===== config.mk =====
export PLATFORM = sky130hd
export DESIGN_NAME = async_sram_target
export DESIGN_NICKNAME = d
export VERILOG_FILES = /design/src/rtl/async_sram_target_pkg.sv /design/src/rtl/async_sram_target_sync.sv /design/src/rtl/async_sram_target.sv
export SDC_FILE = /design/constraint.sdc
export NUM_CORES = 1
export LEC_CHECK = 0
export BUFFER_PORTS_ARGS = -buffer_cell sky130_fd_sc_hd__buf_2
export CAP_MARGIN = 30
export CORE_MARGIN = 10
export CORE_UTILIZATION = 56
export DETAILED_ROUTE_END_ITERATION = 10
export PLACE_DENSITY = 0.84
export SLEW_MARGIN = 25
export SYNTH_ARGS = -nofsm -noshare
export SYNTH_HDL_FRONTEND = slang
export SYNTH_HIERARCHICAL = 1
export SYNTH_SLANG_ARGS = --single-unit

===== constraint.sdc =====
create_clock -name clk -period 3 [get_ports clk]
set_input_delay 0.3 -clock clk [delete_from_list [all_inputs] [get_ports clk]]
set_output_delay 0.3 -clock clk [all_outputs]
set_load 0.01 [all_outputs]

===== src/rtl/async_sram_target_pkg.sv =====
// Shared constants and FSM encoding for the async SRAM responder.
// ASYNC_SRAM_TARGET_GLITCH_FILTER_EN deepens the A/DQ delay by one flop to track the control filter.
package async_sram_target_pkg;

    typedef enum logic [1:0] {
        ST_IDLE  = 2'd0,
        ST_WRITE = 2'd1,
        ST_READ  = 2'd2,
        ST_HOLD  = 2'd3
    } state_t;

    localparam int SYNC_STAGES = 2;

`ifdef ASYNC_SRAM_TARGET_GLITCH_FILTER_EN
    localparam int DATA_DLY = SYNC_STAGES + 2;
`else
    localparam int DATA_DLY = SYNC_STAGES + 1;
`endif

endpackage


===== src/rtl/async_sram_target_sync.sv =====
// Multi-bit flop-chain synchroniser with a parameterised reset value.
// Latency: SYNC_STAGES cycles. No backpressure.
// Each bit is treated independently; only use it for quasi-static strobes.
module async_sram_target_sync
    import async_sram_target_pkg::*;
#(
    parameter int               WIDTH   = 1,
    parameter logic [WIDTH-1:0] RST_VAL = '0
) (
    input  logic             clk,
    input  logic             rst,
    input  logic [WIDTH-1:0] d,
    output logic [WIDTH-1:0] q
);

    logic [WIDTH-1:0] stg [SYNC_STAGES];

    always_ff @(posedge clk) begin
        if (rst) begin
            for (int i = 0; i < SYNC_STAGES; i++) stg[i] <= RST_VAL;
        end else begin
            stg[0] <= d;
            for (int i = 1; i < SYNC_STAGES; i++) stg[i] <= stg[i-1];
        end
    end

    assign q = stg[SYNC_STAGES-1];

endmodule


===== src/rtl/async_sram_target.sv =====
// Async 16-bit SRAM responder: syncs host strobes, turns them into valid/ready bus reads/writes.
// Latency: strobe to bus_req 3 cycles, read data on DQ 4+N (one more each with ASYNC_SRAM_TARGET_GLITCH_FILTER_EN).
// Backpressure: bus_req held stable until bus_ready; one pending write slot, further writes set err_overrun.
module async_sram_target
    import async_sram_target_pkg::*;
#(
    parameter int N_SRAM_A  = 18,
    parameter int N_SRAM_DQ = 16
) (
    input  logic                 clk,
    input  logic                 rst,
    input  logic [N_SRAM_A-1:0]  padin_sram_a,
    input  logic [N_SRAM_DQ-1:0] padin_sram_dq,
    input  logic                 padin_sram_cs_n,
    input  logic                 padin_sram_oe_n,
    input  logic                 padin_sram_we_n,
    input  logic                 padin_sram_ub_n,
    input  logic                 padin_sram_lb_n,
    output logic [N_SRAM_DQ-1:0] padout_sram_dq,
    output logic [N_SRAM_DQ-1:0] padoe_sram_dq,
    output logic                 bus_req,
    input  logic                 bus_ready,
    output logic                 bus_write,
    output logic [N_SRAM_A-1:0]  bus_addr,
    output logic [1:0]           bus_be,
    output logic [N_SRAM_DQ-1:0] bus_wdata,
    input  logic [N_SRAM_DQ-1:0] bus_rdata,
    input  logic                 err_clr,
    output logic                 err_overrun
);

    localparam int N_AD = N_SRAM_A + N_SRAM_DQ;

    // Control vector order: {cs_n, oe_n, we_n, ub_n, lb_n}
    logic [4:0] ctl_n_s, ctl_n;

    async_sram_target_sync #(.WIDTH(5), .RST_VAL(5'h1f)) u_sync (
        .clk (clk),
        .rst (rst),
        .d   ({padin_sram_cs_n, padin_sram_oe_n, padin_sram_we_n, padin_sram_ub_n, padin_sram_lb_n}),
        .q   (ctl_n_s)
    );

`ifdef ASYNC_SRAM_TARGET_GLITCH_FILTER_EN
    logic [4:0] ctl_n_prev, ctl_n_hold, ctl_diff;

    always_ff @(posedge clk) begin
        if (rst) begin
            ctl_n_prev <= '1;
            ctl_n_hold <= '1;
        end else begin
            ctl_n_prev <= ctl_n_s;
            ctl_n_hold <= ctl_n;
        end
    end

    // A bit only moves once two consecutive synced samples agree.
    assign ctl_diff = ctl_n_s ^ ctl_n_prev;
    assign ctl_n    = (ctl_n_s & ~ctl_diff) | (ctl_n_hold & ctl_diff);
`else
    assign ctl_n = ctl_n_s;
`endif

    logic       cs, oe, we, cs_q, we_q, rd_act, wr_end;
    logic [1:0] be_now, be_q;

    assign cs     = ~ctl_n[4];
    assign oe     = ~ctl_n[3];
    assign we     = ~ctl_n[2];
    assign be_now = {~ctl_n[1], ~ctl_n[0]};
    assign rd_act = cs & oe & ~we;
    assign wr_end = cs_q & we_q & (~we | ~cs);

    always_ff @(posedge clk) begin
        if (rst) begin
            cs_q <= 1'b0;
            we_q <= 1'b0;
            be_q <= 2'b00;
        end else begin
            cs_q <= cs;
            we_q <= we;
            be_q <= be_now;
        end
    end

    // A/DQ delay line: the last stage matches the previous cycle's accepted control.
    logic [N_AD-1:0]      dly [DATA_DLY];
    logic [N_SRAM_A-1:0]  al_addr;
    logic [N_SRAM_DQ-1:0] al_data;

    always_ff @(posedge clk) begin
        if (rst) begin
            for (int i = 0; i < DATA_DLY; i++) dly[i] <= '0;
        end else begin
            dly[0] <= {padin_sram_a, padin_sram_dq};
            for (int i = 1; i < DATA_DLY; i++) dly[i] <= dly[i-1];
        end
    end

    assign al_addr = dly[DATA_DLY-1][N_AD-1:N_SRAM_DQ];
    assign al_data = dly[DATA_DLY-1][N_SRAM_DQ-1:0];

    state_t               state, state_nxt;
    logic                 ld_wr, ld_rd, rd_done, xfer;
    logic                 slot_full, wr_take;
    logic [N_SRAM_A-1:0]  slot_addr, rd_addr;
    logic [N_SRAM_DQ-1:0] slot_data;
    logic [1:0]           slot_be;
    logic                 padoe_r;

    assign xfer = bus_req & bus_ready;

    always_comb begin
        state_nxt = state;
        ld_wr     = 1'b0;
        ld_rd     = 1'b0;
        rd_done   = 1'b0;
        case (state)
            ST_IDLE: begin
                if (slot_full) begin
                    state_nxt = ST_WRITE;
                    ld_wr     = 1'b1;
                end else if (rd_act) begin
                    state_nxt = ST_READ;
                    ld_rd     = 1'b1;
                end
            end
            ST_WRITE: begin
                if (xfer) state_nxt = ST_IDLE;
            end
            ST_READ: begin
                if (xfer) begin
                    state_nxt = ST_HOLD;
                    rd_done   = 1'b1;
                end
            end
            ST_HOLD: begin
                if (!rd_act) begin
                    state_nxt = ST_IDLE;
                end else if (al_addr != rd_addr) begin
                    state_nxt = ST_READ;
                    ld_rd     = 1'b1;
                end else if (slot_full) begin
                    state_nxt = ST_WRITE;
                    ld_wr     = 1'b1;
                end
            end
            default: state_nxt = ST_IDLE;
        endcase
    end

    // The slot is released as soon as its contents move onto the bus, so one
    // write can be in flight while the next one waits.
    assign wr_take = wr_end & (~slot_full | ld_wr);

    always_ff @(posedge clk) begin
        if (rst) begin
            slot_full   <= 1'b0;
            slot_addr   <= '0;
            slot_data   <= '0;
            slot_be     <= 2'b00;
            err_overrun <= 1'b0;
        end else begin
            if (wr_take) begin
                slot_full <= 1'b1;
                slot_addr <= al_addr;
                slot_data <= al_data;
                slot_be   <= be_q;
            end else if (ld_wr) begin
                slot_full <= 1'b0;
            end
            if (wr_end && !wr_take) err_overrun <= 1'b1;
            else if (err_clr)       err_overrun <= 1'b0;
        end
    end

    always_ff @(posedge clk) begin
        if (rst) begin
            state          <= ST_IDLE;
            bus_req        <= 1'b0;
            bus_write      <= 1'b0;
            bus_addr       <= '0;
            bus_be         <= 2'b00;
            bus_wdata      <= '0;
            rd_addr        <= '0;
            padout_sram_dq <= '0;
            padoe_r        <= 1'b0;
        end else begin
            state   <= state_nxt;
            padoe_r <= rd_act;
            if (ld_wr) begin
                bus_req   <= 1'b1;
                bus_write <= 1'b1;
                bus_addr  <= slot_addr;
                bus_be    <= slot_be;
                bus_wdata <= slot_data;
            end else if (ld_rd) begin
                bus_req   <= 1'b1;
                bus_write <= 1'b0;
                bus_addr  <= al_addr;
                bus_be    <= be_now;
                rd_addr   <= al_addr;
            end else if (xfer) begin
                bus_req <= 1'b0;
            end
            if (rd_done) padout_sram_dq <= bus_rdata;
        end
    end

    assign padoe_sram_dq = {N_SRAM_DQ{padoe_r}};

endmodule


==> Implementation_results.wiki <==
{| class="wikitable"
! Metric !! Value
|-
| WP buf/inv || 2
|-
| Largest net degree at the start of global routing || 182
|-
| Static leakage power || 4.21 nW
|-
| Starting utilization of the core area || 57.6%
|-
| Synthesized area divided by synthesized cell count || 10.2 um^2
|-
| Number of antenna violations at the first check in global routing || 0
|-
| Average vias per placed instance || 4.84
|-
| Register bit total from synthesis || 229
|-
| Dpl hpwl || 9.72 mm
|-
| Unrepaired setup endpoints after global routing || false
|-
| Wire length of the first global-routing pass || 24.4 mm
|-
| Width of the die || 140 um
|-
| Number of sinks driven by the clock tree || 229
|-
| Worst path setup slack after routing || 363 ps
|-
| Root cell of the clock tree || sky130_fd_sc_hd__clkbuf_16
|-
| Count of port buffers added during placement || 129
|-
| Ys async rst share || 0%
|-
| Kind of path behind the tightest hold check || primary input to register
|-
| Share of final-layout standard cells stronger than drive strength 1 || 20.1%
|-
| Top-Level Pins || 130
|-
| Slew Viols, Final || 0
|-
| Antenna diode instance count || 0
|-
| Count of yosys warnings during synthesis || 6
|-
| Startpoint type of the worst setup path || register
|-
| Total length of routed wires || 15.0 mm
|-
| Number of levels in the clock H-tree || 1
|-
| Power density of the placed cells || 647 nW/um^2
|-
| Type of the setup path with the least slack || register to register
|-
| Highest clock frequency the design can meet || 379 MHz
|-
| Number of enable flip-flop cells after synthesis || 0
|-
| Gr ovfl total || 0
|-
| Synth Net Count || 853
|-
| Number of setup buffers added after CTS || 0
|-
| Max-Slew Margin vs Limit || 34.8%
|-
| Row cnt || 43
|-
| Clock tree from TritonCTS || yes
|-
| Slowest library cell on the worst path || sky130_fd_sc_hd__nor4_1
|-
| Dominant cell type by area after synthesis || sky130_fd_sc_hd__dfxtp_1
|-
| Routability-driven placement congestion ratio || 0.803
|-
| Post-synthesis instance area || 8090 um^2
|-
| Outcome || finished clean
|-
| Dominant synthesized flop cell || sky130_fd_sc_hd__dfxtp_1
|-
| Data arrival time of the critical path || 2970 ps
|-
| Post-route standard cell area excluding fillers || 9500 um^2
|-
| Placed insts || 1040
|-
| Total Negative Setup Slacks || 0 ps
|-
| Final number of setup-violating endpoints || 0
|-
| Worst setup timing slack at the placement stage || 344 ps
|-
| Die height || 140 um
|-
| Gate count of the mapped netlist || 790
|-
| Count of filler cells inserted in the layout || 1065
|-
| Initial DRT Pass Iterations || 4
|-
| Clock buffer count from CTS || 23
|-
| Per-cell routed wire length || 13.7 um
|-
| Peak ir drop on the vdd network || 544 uV
|-
| Maximum root-to-sink buffer count || 3
|-
| Synth top area share || 56.7%
|-
| Data required time at the worst endpoint || 3340 ps
|-
| Count of non-filler cells in the finished layout || 1089
|-
| Cell types with the largest area share after synthesis || sky130_fd_sc_hd__dfxtp_1, sky130_fd_sc_hd__mux2i_1, sky130_fd_sc_hd__nor2b_1
|-
| Skew-Pair Late Insertion Delay || 490 ps
|-
| Highest net fanout along the worst path || 20
|-
| Fin crit period || 2640 ps
|-
| Routed via count || 5274
|-
| Final net count || 957
|-
| Max Clock Skew || 10.7 ps
|-
| Hold Violations, Final || 0
|-
| Number of unique standard cell types used by synthesis || 43
|-
| Instance area at placement || 8690 um^2
|-
| Worst path cell trace || inv_1 > ha_1 > nor4b_4 > nand2_1 > nor4_1 > a21oi_4 > buf_12 > mux2i_1 > nor2_1
|-
| Remaining antenna violation count after routing || 0
|-
| Max-Cap Viols || 0
|-
| Family of cells with the greatest summed delay on the critical path || simple AND/OR/NAND/NOR gates
|-
| GRT Total Usage || 14.4%
|-
| Core Util, Final || 67.7%
|-
| Tightest Pin Transition || 978 ps
|-
| Ratio of final minimum period to clock period || 87.9%
|-
| Number of design-rule violations left by the first detailed-router iteration || 295
|-
| Sequential share of the synthesized area || 56.7%
|-
| CTS clock-pin slew for the worst setup and hold paths || 60 ps
|-
| DIE AREA || 19700 um^2
|-
| # DRC || 0
|-
| Worst Setup End Kind || register
|-
| Via count of the first global-routing pass || 4975
|-
| Core region area || 14000 um^2
|-
| Layout overhead on the synthesized area || 17.4%
|-
| Crit path largest cell delay || 480 ps
|}
==> path summary, 6_finish.rpt <==
kind / from / to / slack, ps / cells after the start
worst max-delay path: state[0] / slot_addr[17] / 360 / 9
worst min-delay path: padin_sram_dq[9] / dly[0][9] / 10 / 2
worst max register to register: state[0] / slot_addr[17] / 360 / 9
worst min register to register: u_sync/stg[0][4] / u_sync/stg[0][9] / 400 / 1
==> layer usage <==
layer,share of wire (%),global-route usage (%)
met2,45,22.7
met1,46,18.3
met4,2.0,5.22
met3,6.6,4.12
met5,0,0
==> flip-flops by register name (all words and copies together) (netlist names) <==
name	flops
u_sync/stg	10
slot_data	16
padout_sram_dq	16
rd_addr	18
cs_q	1
slot_addr	18
dly	102
be_q	2
we_q	1
bus_be	2
bus_addr	18
slot_full	1
bus_wdata	16
bus_write	1
slot_be	2
state	2
bus_req	1
padoe_r	1
err_overrun	1
==> worst reg2reg max path, cell delays in order (launching register included) <==
cell and delay, ps:
sky130_fd_sc_hd__dfxtp_1 380, sky130_fd_sc_hd__inv_1 80, sky130_fd_sc_hd__ha_1 330, sky130_fd_sc_hd__nor4b_4 270
sky130_fd_sc_hd__nand2_1 130, sky130_fd_sc_hd__nor4_1 480, sky130_fd_sc_hd__a21oi_4 300, sky130_fd_sc_hd__buf_12 270
sky130_fd_sc_hd__mux2i_1 190, sky130_fd_sc_hd__nor2_1 60
==> cell type report <==
cell class                      instances  area (um^2)  share of cell area [%]
Tap cell                              180          225                    2.37
Clock inverter                          7         66.3                   0.698
Inverter                                5         18.8                   0.198
Clock buffer                           33          653                    6.87
Multi-Input combinational cell        487         3110                    32.7
Sequential cell                       229         4580                    48.2
Timing Repair Buffer                  148          846                    8.90
==> cells in the final DEF (no fill, tap or decap), types with 3 or more instances in the layout <==
cell type / instances
sky130_fd_sc_hd__dfxtp_1: 229
sky130_fd_sc_hd__buf_2: 128
sky130_fd_sc_hd__nor2b_1: 104
sky130_fd_sc_hd__nand2_1: 77
sky130_fd_sc_hd__mux2i_1: 71
sky130_fd_sc_hd__nor2_1: 65
sky130_fd_sc_hd__a21oi_1: 40
sky130_fd_sc_hd__nand2b_1: 37
sky130_fd_sc_hd__clkbuf_16: 23
sky130_fd_sc_hd__xnor2_1: 18
sky130_fd_sc_hd__a211oi_1: 18
sky130_fd_sc_hd__or2_1: 10
sky130_fd_sc_hd__dlygate4sd3_1: 9
sky130_fd_sc_hd__buf_4: 8
sky130_fd_sc_hd__clkbuf_1: 6
sky130_fd_sc_hd__inv_1: 5
sky130_fd_sc_hd__nand4_1: 5
sky130_fd_sc_hd__ha_1: 4
sky130_fd_sc_hd__clkbuf_8: 4
sky130_fd_sc_hd__clkinv_2: 4
sky130_fd_sc_hd__and3_1: 3
sky130_fd_sc_hd__nor3b_1: 3
sky130_fd_sc_hd__a211o_1: 3
==> synth_stat cells, types with 2 or more instances <==
cell type and n:
sky130_fd_sc_hd__nor3b_1 3, sky130_fd_sc_hd__nand3b_1 2, sky130_fd_sc_hd__buf_4 26, sky130_fd_sc_hd__and3_1 3, sky130_fd_sc_hd__o21ai_0 2, sky130_fd_sc_hd__a211o_1 3, sky130_fd_sc_hd__clkbuf_1 35, sky130_fd_sc_hd__o41ai_1 2
sky130_fd_sc_hd__nor2_2 2, sky130_fd_sc_hd__and2_1 2, sky130_fd_sc_hd__nand2_1 77, sky130_fd_sc_hd__nand4_1 5, sky130_fd_sc_hd__dfxtp_1 229, sky130_fd_sc_hd__a31oi_1 2, sky130_fd_sc_hd__a21oi_1 41, sky130_fd_sc_hd__xnor2_1 18
sky130_fd_sc_hd__nor2_1 65, sky130_fd_sc_hd__mux2i_1 71, sky130_fd_sc_hd__buf_8 2, sky130_fd_sc_hd__nand2b_1 37, sky130_fd_sc_hd__o211ai_1 2, sky130_fd_sc_hd__buf_2 4, sky130_fd_sc_hd__a211oi_1 18, sky130_fd_sc_hd__inv_1 5
sky130_fd_sc_hd__nor2b_1 104, sky130_fd_sc_hd__ha_1 4, sky130_fd_sc_hd__or2_1 10
==> power by group <==
| part | internal [mW] | switching (mW) | leakage, nW |
|---|---|---|---|
| Clock | 1.60 | 1.09 | 0.353 |
| Sequential | 3.11 | 0.0306 | 1.86 |
| Combinational | 0.142 | 0.180 | 1.99 |
| Total | 4.85 | 1.30 | 4.21 |
==> what timing repair did <==
item | 4_1_cts | 5_1_grt
hold endpoints to repair | 9 | 0
resized for setup | 0 | 0
hold buffers | 9 | 0
==> logic make-up after synthesis <==
family / synth area share, %
buf+inv: 5.27
mux: 8.78
fa+ha+maj: 0.619
flops: 56.7
xor+xnor: 1.95
compound gates: 6.42
simple gates: 20.3
==> through the flow <==
step | hold slack [ps] | power (mW)
final | 9.93 | 6.15
after global routing | 7.01 | 6.36
after CTS | 0.260 | 6.21
after detailed placement | 393 | 3.52
after global placement | 389 | 3.51
after floorplan | 383 | 3.43
(Power assumes the default switching activity.)
